$ cat config.mk
export PLATFORM = sky130hd
export DESIGN_NAME = msg_scroll_ctrl
export DESIGN_NICKNAME = d
export VERILOG_FILES = /design/src/rtl/seg_ctrl_pkg.sv /design/src/rtl/LEDdecoder.sv /design/src/rtl/msg_scroll_ctrl.sv
export SDC_FILE = /design/constraint.sdc
export NUM_CORES = 1
export LEC_CHECK = 0
export ABC_CLOCK_PERIOD_IN_PS = 4900
export BUFFER_PORTS_ARGS = -buffer_cell sky130_fd_sc_hd__buf_2
export CORE_MARGIN = 5
export CORE_UTILIZATION = 61
export CTS_BUF_LIST = sky130_fd_sc_hd__clkbuf_4 sky130_fd_sc_hd__clkbuf_8 sky130_fd_sc_hd__clkbuf_16
export DETAILED_ROUTE_END_ITERATION = 16
export MAX_ROUTING_LAYER = met4
export PLACE_DENSITY = 0.86
export SLEW_MARGIN = 30
export SYNTH_ARGS = -nofsm -noshare
export SYNTH_HDL_FRONTEND = slang
export SYNTH_SLANG_ARGS = --single-unit
$ cat constraint.sdc
create_clock -name clk -period 4.9 [get_ports clk]
set_input_delay 0.245 -clock clk [delete_from_list [all_inputs] [get_ports clk]]
set_output_delay 0.245 -clock clk [all_outputs]
set_load 0.05 [all_outputs]
$ cat src/rtl/seg_ctrl_pkg.sv
// Shared definitions for the seven-segment message display: character codes,
// anode patterns, scan-state enumeration and the blank segment pattern.
package seg_ctrl_pkg;

  localparam int unsigned CODE_W = 4;
  localparam int unsigned SEG_W  = 7;
  localparam int unsigned AN_W   = 4;

  typedef logic [CODE_W-1:0] code_t;
  typedef logic [SEG_W-1:0]  seg_t;
  typedef logic [AN_W-1:0]   an_t;

  // Character codes, in order of the message "1oProject2022-23"
  localparam code_t CH_1    = 4'd0;
  localparam code_t CH_O_A  = 4'd1;
  localparam code_t CH_P    = 4'd2;
  localparam code_t CH_R    = 4'd3;
  localparam code_t CH_O_B  = 4'd4;
  localparam code_t CH_J    = 4'd5;
  localparam code_t CH_E    = 4'd6;
  localparam code_t CH_C    = 4'd7;
  localparam code_t CH_T    = 4'd8;
  localparam code_t CH_2_A  = 4'd9;
  localparam code_t CH_0    = 4'd10;
  localparam code_t CH_2_B  = 4'd11;
  localparam code_t CH_2_C  = 4'd12;
  localparam code_t CH_DASH = 4'd13;
  localparam code_t CH_2_D  = 4'd14;
  localparam code_t CH_3    = 4'd15;

  // Active-low anode patterns; an[3] is the leftmost digit
  localparam an_t AN_DIG3 = 4'b0111;
  localparam an_t AN_DIG2 = 4'b1011;
  localparam an_t AN_DIG1 = 4'b1101;
  localparam an_t AN_DIG0 = 4'b1110;
  localparam an_t AN_OFF  = 4'b1111;

  // All segments dark (active-low)
  localparam seg_t SEG_OFF = 7'b1111111;

  typedef enum logic [1:0] {DIG3, DIG2, DIG1, DIG0} scan_state_t;

  // Anode pattern lighting the digit of a scan state
  function automatic an_t state_anode(input scan_state_t s);
    case (s)
      DIG3:    return AN_DIG3;
      DIG2:    return AN_DIG2;
      DIG1:    return AN_DIG1;
      DIG0:    return AN_DIG0;
      default: return AN_OFF;
    endcase
  endfunction

  // Character offset from head for the digit of a scan state
  function automatic code_t digit_offset(input scan_state_t s);
    case (s)
      DIG3:    return 4'd0;
      DIG2:    return 4'd1;
      DIG1:    return 4'd2;
      DIG0:    return 4'd3;
      default: return 4'd0;
    endcase
  endfunction

endpackage

$ cat src/rtl/LEDdecoder.sv
// Combinational character-code to active-low segment decoder (order ca..cg).
module LEDdecoder
  import seg_ctrl_pkg::*;
(
  input  logic [3:0] code,
  output logic [6:0] LED
);

  // Glyph lookup for each message character
  always_comb begin
    LED = SEG_OFF;
    case (code)
      CH_1:    LED = 7'b1001111;
      CH_O_A:  LED = 7'b1100010;
      CH_P:    LED = 7'b0011000;
      CH_R:    LED = 7'b1111010;
      CH_O_B:  LED = 7'b1100010;
      CH_J:    LED = 7'b1000111;
      CH_E:    LED = 7'b0010000;
      CH_C:    LED = 7'b1110010;
      CH_T:    LED = 7'b1110000;
      CH_2_A:  LED = 7'b0010010;
      CH_0:    LED = 7'b0000001;
      CH_2_B:  LED = 7'b0010010;
      CH_2_C:  LED = 7'b0010010;
      CH_DASH: LED = 7'b1111110;
      CH_2_D:  LED = 7'b0010010;
      CH_3:    LED = 7'b0000110;
      default: LED = SEG_OFF;
    endcase
  end

endmodule

$ cat src/rtl/msg_scroll_ctrl.sv
// Scrolling four-digit message controller: multiplexes the anodes, decodes
// the visible window of the 16-character message and scrolls it.
// Build option: define MSG_SCROLL_EN to enable scrolling, pause and step;
// without it the display is a static "1oPr" and head/wrap stay 0.
module msg_scroll_ctrl
  import seg_ctrl_pkg::*;
#(
  parameter int unsigned REFRESH_DIV  = 100000,
  parameter int unsigned SCROLL_DIV   = 50000000,
  parameter int unsigned BLANK_CYCLES = 2
) (
  input  logic       clk,
  input  logic       reset,
  input  logic       pause,
  input  logic       step,
  output logic [3:0] an,
  output logic [6:0] LED,
  output logic [3:0] head,
  output logic       wrap
);

  localparam int unsigned RCW = (REFRESH_DIV > 1) ? $clog2(REFRESH_DIV) : 1;
  localparam logic [RCW-1:0] R_LAST  = RCW'(REFRESH_DIV - 1);
  localparam logic [RCW-1:0] R_BLANK = RCW'(BLANK_CYCLES);

  logic [RCW-1:0] rcnt;
  logic [RCW-1:0] rcnt_nxt;
  logic           rwrap_c;

  scan_state_t state;
  scan_state_t state_nxt;
  an_t         slot_an;
  an_t         slot_an_nxt;
  an_t         an_nxt;
  seg_t        led_nxt;
  code_t       code_c;
  seg_t        seg_c;

  assign rwrap_c  = (rcnt == R_LAST);
  assign rcnt_nxt = rwrap_c ? '0 : rcnt + RCW'(1);

  // Character for the digit being loaded; head is sampled once per slot
  assign code_c = head + digit_offset(state);

  LEDdecoder u_dec (
    .code (code_c),
    .LED  (seg_c)
  );

  // Refresh counter and registered display outputs
  always_ff @(posedge clk or negedge reset) begin
    if (!reset) begin
      rcnt    <= '0;
      slot_an <= AN_OFF;
      an      <= AN_OFF;
      LED     <= SEG_OFF;
    end else begin
      rcnt    <= rcnt_nxt;
      slot_an <= slot_an_nxt;
      an      <= an_nxt;
      LED     <= led_nxt;
    end
  end

  // Scan state register
  always_ff @(posedge clk or negedge reset) begin
    if (!reset) state <= DIG3;
    else        state <= state_nxt;
  end

  // Scan next state; the wrap edge latches the digit and glyph for the next slot
  always_comb begin
    state_nxt   = state;
    slot_an_nxt = slot_an;
    led_nxt     = LED;
    if (rwrap_c) begin
      case (state)
        DIG3:    state_nxt = DIG2;
        DIG2:    state_nxt = DIG1;
        DIG1:    state_nxt = DIG0;
        DIG0:    state_nxt = DIG3;
        default: state_nxt = DIG3;
      endcase
      slot_an_nxt = state_anode(state);
      led_nxt     = seg_c;
    end
    an_nxt = (rcnt_nxt < R_BLANK) ? AN_OFF : slot_an_nxt;
  end

`ifdef MSG_SCROLL_EN
  localparam int unsigned SCW = (SCROLL_DIV > 1) ? $clog2(SCROLL_DIV) : 1;
  localparam logic [SCW-1:0] S_LAST = SCW'(SCROLL_DIV - 1);

  logic [SCW-1:0] scnt;
  logic           swrap_c;
  logic           adv_c;

  // Scroll wrap only while running, step only while paused: never both
  assign swrap_c = !pause && (scnt == S_LAST);
  assign adv_c   = swrap_c || (pause && step);

  // Scroll counter, head and 15->0 wrap pulse
  always_ff @(posedge clk or negedge reset) begin
    if (!reset) begin
      scnt <= '0;
      head <= '0;
      wrap <= 1'b0;
    end else begin
      if (!pause) scnt <= swrap_c ? '0 : scnt + SCW'(1);
      head <= head + CODE_W'(adv_c);
      wrap <= adv_c && (head == 4'hF);
    end
  end
`else
  logic unused_inputs;
  assign unused_inputs = ^{pause, step};

  // Static build: head and wrap held at zero
  always_ff @(posedge clk or negedge reset) begin
    if (!reset) begin
      head <= '0;
      wrap <= 1'b0;
    end else begin
      head <= '0;
      wrap <= 1'b0;
    end
  end
`endif

endmodule
# Yosys cells after proc, flatten, opt, wreduce, memory -nomap -nowiden

Memory sizes are Yosys's and may differ from the RTL's. A register that Yosys moved wholly into a read port is not among the register bits.
Cells that the tools add are included.

Add/sub/neg operators: 1
Magnitude comparators: 1
Equal/unequal tests: 4
Muxes and demuxes: 6
Reduce and logical (&&, ||, !) cells: 2

Operator list:

| kind                    | number |
|---|---|
| $pmux W4 S4             | 2 |
| $add A17 B1 Y17 const B | 1 |
| $eq A17 B17 Y1 const B  | 1 |
| $lt A17 B2 Y1 const B   | 1 |
| $mux W17                | 1 |
| $mux W4                 | 2 |
| $pmux W2 S4             | 1 |
| $eq A2 B2 Y1 const B    | 2 |
| $eq A2 B1 Y1 const B    | 1 |
| $logic_not A2 Y1        | 1 |
| $logic_not A1 Y1        | 1 |

Register bits: 27
Memory bits (read-only): 112
Input port bits: 4
Memories kept: 1

Memories:

| name             | depth | bits a word | read ports | clocked after Yosys merged registers in | wr ports | line             | RTL |
|---|---|---|---|---|---|---|---|
| (name not given) | 16    | 7           | 1          | 1                                       | 0        | LEDdecoder.sv:12 | `case (code)` |

# Logic depth before layout (Yosys ltp)

Gate-level depths: netlist of the first run.

Depth after elaboration: 4
Mapped depth: 8
Depth with buffers taken out: 7

# Cells and area by module

Synthesis of the first run repeated with hierarchy kept, for this count alone.

Cells, all modules: 212
Area, all modules: 2095.8 sq um

By module, submodules not included:

| module          | instances | cells an instance | area an instance (sq um) | seq. area each (sq um) |
|---|---|---|---|---|
| msg_scroll_ctrl | 1         | 187               | 1881.8                   | 869.6 |
| LEDdecoder      | 1         | 25                | 214.0                    | 0.0 |

# Least setup slack after synthesis of the first run

OpenSTA, ideal clock, no wires.

Kind: flip-flop to flip-flop
From: register rcnt[0]
To: register an[0]
Data arrival time: 1.842 ns
Required time: 4.827 ns
Setup slack: 2.984 ns
Stages on the path, launching flop included: 9
Path buffers: 1
Cells stage by stage: dfrtp_1 > ha_1 > and4_4 > buf_6 > and3_4 > or3_1 > a211oi_2 > a31oi_2 > o21bai_1

Cells in the longest elaborated chain, start to end: 4
Elaborated cells on any way between the ends: 6
Those cells by class: add/sub: 1; order compare: 1; eq/ne: 1; mux: 3

Ends and longest elaborated chain:

| item                                                     | line                                         | RTL |
|---|---|---|
| from (decl)                                              | msg_scroll_ctrl.sv:26                        | `logic [RCW-1:0] rcnt;` |
| from (signal assigned)                                   | msg_scroll_ctrl.sv:58                        | `rcnt <= rcnt_nxt;` |
| $add A17 B1 Y17 / $eq A17 B17 Y1 (equally long branches) | msg_scroll_ctrl.sv:40, msg_scroll_ctrl.sv:39 |  |
| $mux W17                                                 | msg_scroll_ctrl.sv:40                        | `assign rcnt_nxt = rwrap_c ? '0 : rcnt + RCW'(1);` |
| $lt A17 B2 Y1                                            | msg_scroll_ctrl.sv:87                        | `an_nxt = (rcnt_nxt < R_BLANK) ? AN_OFF : slot_an_nxt;` |
| $mux W4 *                                                | msg_scroll_ctrl.sv:87                        |  |
| net an_nxt[0]                                            | msg_scroll_ctrl.sv:34                        | `an_t an_nxt;` |
| to (signal assigned)                                     | msg_scroll_ctrl.sv:60                        | `an <= an_nxt;` |
| to (decl)                                                | msg_scroll_ctrl.sv:16                        | `output logic [3:0] an,` |

Mark *: on every way through the listed nets, which the timed path passes. The rest lies on a longest branch.
A chain may end at the register's enable or synchronous reset.

# Final worst setup path of the first run

From: register rcnt[9]
To: register an[2]

Same word-level chain as after synthesis.

==> reports/qor.txt, run 1 <==
Outcome -> finished clean
Port bufs -> 12
Post-CTS Hold Buffers -> 1
Mapped Area -> 1730 um2
Routed vias -> 1,170
GRT met3 Usage -> 5.51%
Hold WC Path Type -> reg -> reg
Worst r2r path cells -> 5
Syn_area_per_cell -> 10.4 um2
Post-layout util -> 66.3%
Rel. slew slack -> 53.9%
Post-route ant nets -> 0
Worst Path Arrival -> 2570 ps
Synth cell types -> 42
Vias in the first global route -> 1,191
Register area share after synthesis -> 47.3%
Final Hold Viols -> 0
Area of the multi-input gates -> 795 um2
DIE HEIGHT -> 63.2 um
Initial core utilization -> 63.2%
Initial antenna violation count -> 0
Layout cells sized above 1 -> 23.0%
Critical-path top delay cell -> nand4_1
Synth Register Bits -> 32
Total power -> 481 uW
Fin nets -> 185
DIE WIDTH -> 63.2 um
Pleak -> 0.000829 uW
Tcrit/Tclk final -> 47.2%
Number of gates resized after cts -> 0
H-tree lvl count -> 2
RR Endpoint -> an[2]$_DFF_PN1_
Final instance area -> 1810 um2
Syn. warnings -> 0
Max VDD drop -> 0.241 mV
RSZ-0062 raised after global routing -> no
Clock-pin slew on the worst setup and hold paths -> 100 ps
Crit Path Class -> reg -> reg
CTS tree -> done
Area Growth Syn to Fin -> 4.85%
Post-DP HPWL -> 2170 um
Slew Viols, Final -> 0
FP Rows -> 19
Clk_skew -> 3.71 ps
CP required -> 5160 ps
Fmax -> 433 MHz
Clock Sinks -> 32
GPL Wtd Cong -> 0.901
Slew @ Worst Pin -> 691 ps
Top_reg_cell synth -> dfrtp_1
Met2 usage -> 27.2%
Largest net degree at the start of global routing -> 33
CP startpoint kind -> flip-flop
Reg2reg start -> rcnt[9]$_DFF_PN0_
Ys async rst share -> 100%
Num CTS Buffers -> 5
CP max stage delay -> 620 ps
Origin of the worst setup path -> rcnt[9]$_DFF_PN0_
Gr busiest metal -> met2
Grt met1 use -> 21.9%
Synthesized instance count -> 166
Core outline area -> 2730 um2
Vias per cell -> 5.71
Clk root buf -> clkbuf_4
Die ar. -> 4000 um2
DR WL/cell -> 14.9 um
Routed WL -> 3060 um
Final setup violation count -> 0
Maxcap violations -> 0
Inserted Diodes -> 0
# fillers -> 199
Global route total overflow -> 0
Worst setup endpoint -> an[2]$_DFF_PN1_
Post-CTS Setup Bufs -> 0
Total track usage -> 17.7%
Worst setup EP type -> flip-flop
Minimum clock period -> 2310 ps
Worst-skew pair later-pin latency -> 330 ps
DR iter-0 viols -> 15
DRC errors left -> 0
Most common cell after layout, fill and taps aside -> dfrtp_1
EDFF count, synth -> 0
First-pass GRT wire length -> 5510 um
Register area -> 817 um2
Placed Area -> 1720 um2
Sequence of cells on the critical path -> nor4bb_1 > nand4_1 > o21ai_0 > nand3b_1 > o21bai_1
Power per cell area -> 266 nW/um2
Worst Path Max Fanout -> 17
First-pass DRT Iterations -> 4
Most frequent cells in the layout -> dfrtp_1 (19), nand2_1 (16), dfstp_2 (13), xnor2_1 (13), nor2_1 (13)
CTS Buffer Depth -> 2
R2r setup slk -> 2590 ps
# IOs -> 20
Setup_tns -> 0 ps
-- logic make-up (layout without fill, tap and decap cells) --
logic type | count (synthesis) | after routing | synth area share (%)
other | 1 | 5 | 0.217
AOI/OAI and AO/OA | 25 | 25 | 10.3
DFF | 32 | 32 | 47.3
buffers and inverters | 20 | 24 | 7.60
xor gates and xnor gates | 19 | 19 | 9.63
adders and majority gates | 8 | 8 | 5.79
and+or+nand+nor | 61 | 61 | 19.2
-- worst max-delay path: cells and delay by family, from the launching register on --
family	cells	cell delay [ps]
DFF	1	530
AOI/OAI and AO/OA	2	490
and+or+nand+nor	3	1220
-- where the power goes --
part / leakage, uW / total, uW / internal, uW / switching (uW)
clock network: 0.0000456 / 203 / 112 / 90.3
registers: 0.000385 / 265 / 265 / 0
logic: 0.000398 / 14.1 / 0.799 / 13.3
-- layout make-up --
cell class | instances | area share, %
inverter | 3 | 0.622
clock inverter | 2 | 1.93
timing repair buffer | 13 | 3.87
multi-input combinational | 118 | 43.9
clock buffer | 6 | 2.49
sequential | 32 | 45.1
tap | 31 | 2.14
-- worst min path at each step --
stage | start | end | slack [ps] | cells after the start
floorplan | reset | rcnt[0]$_DFF_PN0_ | -50 | 0
global placement | reset | rcnt[14]$_DFF_PN0_ | 320 | 1
detailed placement | reset | rcnt[8]$_DFF_PN0_ | 320 | 1
CTS | LED[5]$_DFFE_PN1N_ | LED[5]$_DFFE_PN1N_ | 460 | 2
global route | LED[5]$_DFFE_PN1N_ | LED[5]$_DFFE_PN1N_ | 490 | 2
finish | LED[5]$_DFFE_PN1N_ | LED[5]$_DFFE_PN1N_ | 460 | 2
-- metal layers --
layer / up-vias / routed length (um) / part of all wire [%]
li1: 569 / - / -
met1: 572 / 1400 / 46
met2: 24 / 1480 / 48
met3: 5 / 129 / 4.2
met4: 0 / 45 / 1.5
met5: - / 0 / 0
-- state kept, by name, indices dropped and copies added (netlist names) --
name     cells
rcnt        17
LED          5
an           4
slot_an      4
state        2
-- stage by stage --
step	hold WS (ps)	instances	worst slack, ps
floorplan	-50.6	170	2980
global placement	316	196	2740
detailed placement	323	196	2660
CTS	460	205	2620
global route	485	205	2300
finish	461	205	2590
-- cell usage after synthesis (2+ instances only) --
cell type,instances,area [um2]
dfrtp_1,19,475
nand2_1,16,60.1
dfstp_2,13,342
nor2_1,13,48.8
xnor2_1,13,114
ha_1,8,100
buf_4,7,52.6
buf_2,6,30.0
nor3_1,6,30.0
o21ai_0,6,30.0
xor2_1,6,52.6
nand3_1,5,25.0
nand4_1,5,31.3
a21o_1,4,30.0
o21bai_1,4,30.0
buf_6,3,33.8
inv_1,3,11.3
and2_1,2,12.5
and4_2,2,20.0
o21a_1,2,15.0
or3_1,2,12.5
Note: power is estimated with default switching activity, not from simulation.
==> inputs of run 2 (changes only) <==
--- a/config.mk
+++ b/config.mk
@@ -5,14 +5,14 @@
 export SDC_FILE = /design/constraint.sdc
 export NUM_CORES = 1
 export LEC_CHECK = 0
-export ABC_CLOCK_PERIOD_IN_PS = 4900
+export ABC_CLOCK_PERIOD_IN_PS = 2200
 export BUFFER_PORTS_ARGS = -buffer_cell sky130_fd_sc_hd__buf_2
 export CORE_MARGIN = 5
-export CORE_UTILIZATION = 61
+export CORE_UTILIZATION = 57
 export CTS_BUF_LIST = sky130_fd_sc_hd__clkbuf_4 sky130_fd_sc_hd__clkbuf_8 sky130_fd_sc_hd__clkbuf_16
 export DETAILED_ROUTE_END_ITERATION = 16
 export MAX_ROUTING_LAYER = met4
-export PLACE_DENSITY = 0.86
+export PLACE_DENSITY = 0.81
 export SLEW_MARGIN = 30
 export SYNTH_ARGS = -nofsm -noshare
 export SYNTH_HDL_FRONTEND = slang
==> constraint.sdc (replaced) <==
create_clock -name clk -period 2.2 [get_ports clk]
set_input_delay 0.11 -clock clk [delete_from_list [all_inputs] [get_ports clk]]
set_output_delay 0.11 -clock clk [all_outputs]
set_load 0.05 [all_outputs]
==> reports/qor.txt, run 2 (synthesis results as in run 1) <==
Minimum clock period -> 2040 ps (-273 ps)
Rel. slew slack -> 53.8% (-0.098 points)
Maxcap violations -> 0 (unchanged)
Setup_tns -> 0 ps (unchanged)
Vias per cell -> 5.63 (-1.4%)
Crit Path Class -> reg -> reg
# IOs -> 20 (unchanged)
Clock Sinks -> 32 (unchanged)
Number of gates resized after cts -> 0 (unchanged)
CP max stage delay -> 400 ps (-220 ps)
Worst Path Max Fanout -> 9 (-8)
Worst setup endpoint -> an[2]$_DFF_PN1_
Power per cell area -> 584 nW/um2 (+120%)
DR WL/cell -> 14.1 um (-5.8%)
Critical-path top delay cell -> dfrtp_1
RR Endpoint -> an[2]$_DFF_PN1_
Num CTS Buffers -> 5 (unchanged)
First-pass DRT Iterations -> 4 (unchanged)
Routed vias -> 1,171 (+0.085%)
RSZ-0062 raised after global routing -> no
Initial antenna violation count -> 0 (unchanged)
DIE WIDTH -> 65.1 um (+2.9%)
Outcome -> finished clean
Top delay family on crit path -> simple AND/OR/NAND/NOR gates
Fmax -> 491 MHz (+13%)
Placed Area -> 1730 um2 (+0.58%)
Final Hold Viols -> 0 (unchanged)
Slew Viols, Final -> 0 (unchanged)
Register area -> 817 um2 (unchanged)
Worst setup EP type -> flip-flop
Port bufs -> 12 (unchanged)
Core outline area -> 2980 um2 (+8.9%)
Most common cell after layout, fill and taps aside -> dfrtp_1
CP required -> 2450 ps (-2710 ps)
Clk root buf -> clkbuf_4
GPL Wtd Cong -> 0.916 (+1.6%)
CP startpoint kind -> flip-flop
Top flop regs -> rcnt (17), LED (5)
Initial core utilization -> 58.0% (-5.2 points)
Finished Layout Cells -> 208 (+1.5%)
Worst-skew pair later-pin latency -> 330 ps (about the same)
Clock-pin slew on the worst setup and hold paths -> 100 ps (about the same)
Global route total overflow -> 0 (unchanged)
CTS Buffer Depth -> 2 (unchanged)
# fillers -> 245 (+23%)
DRC errors left -> 0 (unchanged)
Inserted Diodes -> 0 (unchanged)
FP Rows -> 20 (+1)
Fin nets -> 186 (+0.54%)
Total track usage -> 16.4% (-1.3 points)
Slew @ Worst Pin -> 693 ps (+1.47 ps)
R2r setup slk -> 160 ps (-2430 ps)
DIE HEIGHT -> 65.1 um (+2.9%)
WP depth -> 7 (+2)
Hold WC Path Type -> in -> async
Final instance area -> 1820 um2 (+0.55%)
Max VDD drop -> 0.415 mV (+72%)
First-pass GRT wire length -> 5090 um (-7.8%)
Clk_skew -> 14.3 ps (+10.6 ps)
Worst r2r path cells -> 7 (+2)
Tcrit/Tclk final -> 92.7% (+45 points)
Origin of the worst setup path -> rcnt[0]$_DFF_PN0_
CP bufs+invs -> 0 (unchanged)
Placed Cells -> 199 (+1.5%)
Max reg flops -> 17 (unchanged)
Area Growth Syn to Fin -> 5.43%
Area of the multi-input gates -> 795 um2 (unchanged)
Final setup violation count -> 0 (unchanged)
Post-route ant nets -> 0 (unchanged)
DR iter-0 viols -> 59 (+44)
Largest Register -> rcnt
Sequence of cells on the critical path -> ha_1 > and4_4 > and3_4 > or3_1 > a211oi_2 > a31oi_2 > o21bai_1
Worst-case hold slack -> 351 ps (-110 ps)
H-tree lvl count -> 2 (unchanged)
Most frequent cells in the layout -> dfrtp_1 (19), nand2_1 (16), dfstp_2 (13), xnor2_1 (13), nor2_1 (13)
Total power -> 1060 uW (+120%)
Die ar. -> 4230 um2 (+5.9%)
Pleak -> 0.000833 uW (+0.50%)
CTS tree -> done
Worst Path Arrival -> 2290 ps (-280 ps)
Routed WL -> 2930 um (-4.4%)
Post-DP HPWL -> 2120 um (-2.3%)
Vias in the first global route -> 1,117 (-6.2%)
Reg2reg start -> rcnt[0]$_DFF_PN0_
Layout cells sized above 1 -> 23.4% (+0.44 points)
Largest net degree at the start of global routing -> 33 (unchanged)
run 2: layer usage:
layer	up-vias	GRT usage, %	routed length [um]
li1	577	-	-
met1	563	18.9	1270
met2	22	25.8	1450
met3	9	5.72	122
met4	0	7.51	83
met5	-	-	0
run 2: worst register-to-register path: stages (launching register included):
cell and delay (ps):
dfrtp_1 400, ha_1 260, and4_4 200, and3_4 190, or3_1 320, a211oi_2 250, a31oi_2 160, o21bai_1 180
run 2: how the worst min path moves through the flow:
stage | start | end | slack [ps] | cells after the start
after floorplan | reset | rcnt[0]$_DFF_PN0_ | -190 | 0
after global placement | reset | rcnt[10]$_DFF_PN0_ | 170 | 1
after detailed placement | reset | rcnt[10]$_DFF_PN0_ | 190 | 1
after CTS | reset | rcnt[7]$_DFF_PN0_ | 370 | 2
after global routing | reset | rcnt[9]$_DFF_PN0_ | 390 | 2
final | reset | rcnt[7]$_DFF_PN0_ | 350 | 2
run 2: per-stage QoR:
| step | utilization, % | setup WS (ps) |
|---|---|---|
| 2_1_floorplan | - | 284 |
| 3_3_place_gp | 58.2 | 279 |
| 3_5_place_dp | 58.2 | 192 |
| 4_1_cts | 61.2 | 166 |
| 5_1_grt | 61.2 | 49.9 |
| 6_report | 61.2 | 161 |
run 2: timing repair:
item / in CTS / in global routing
hold endpoints to repair: 19 / 0
buffers inserted: 0 / 0
hold buffers: 1 / 0
run 2: report_power, final:
| part | switching (uW) | internal (uW) |
|---|---|---|
| Clock | 193 | 250 |
| Sequential | 0 | 589 |
| Combinational | 29.6 | 1.78 |
| Total | 222 | 841 |
run 2: area by class of cell:
cell class                      instances  area share (%)
Timing Repair Buffer                   14            4.26
Clock inverter                          2            1.92
Inverter                                3           0.618
Clock buffer                            6            2.47
Sequential cell                        32            44.8
Multi-Input combinational cell        118            43.6
Tap cell                               33            2.27
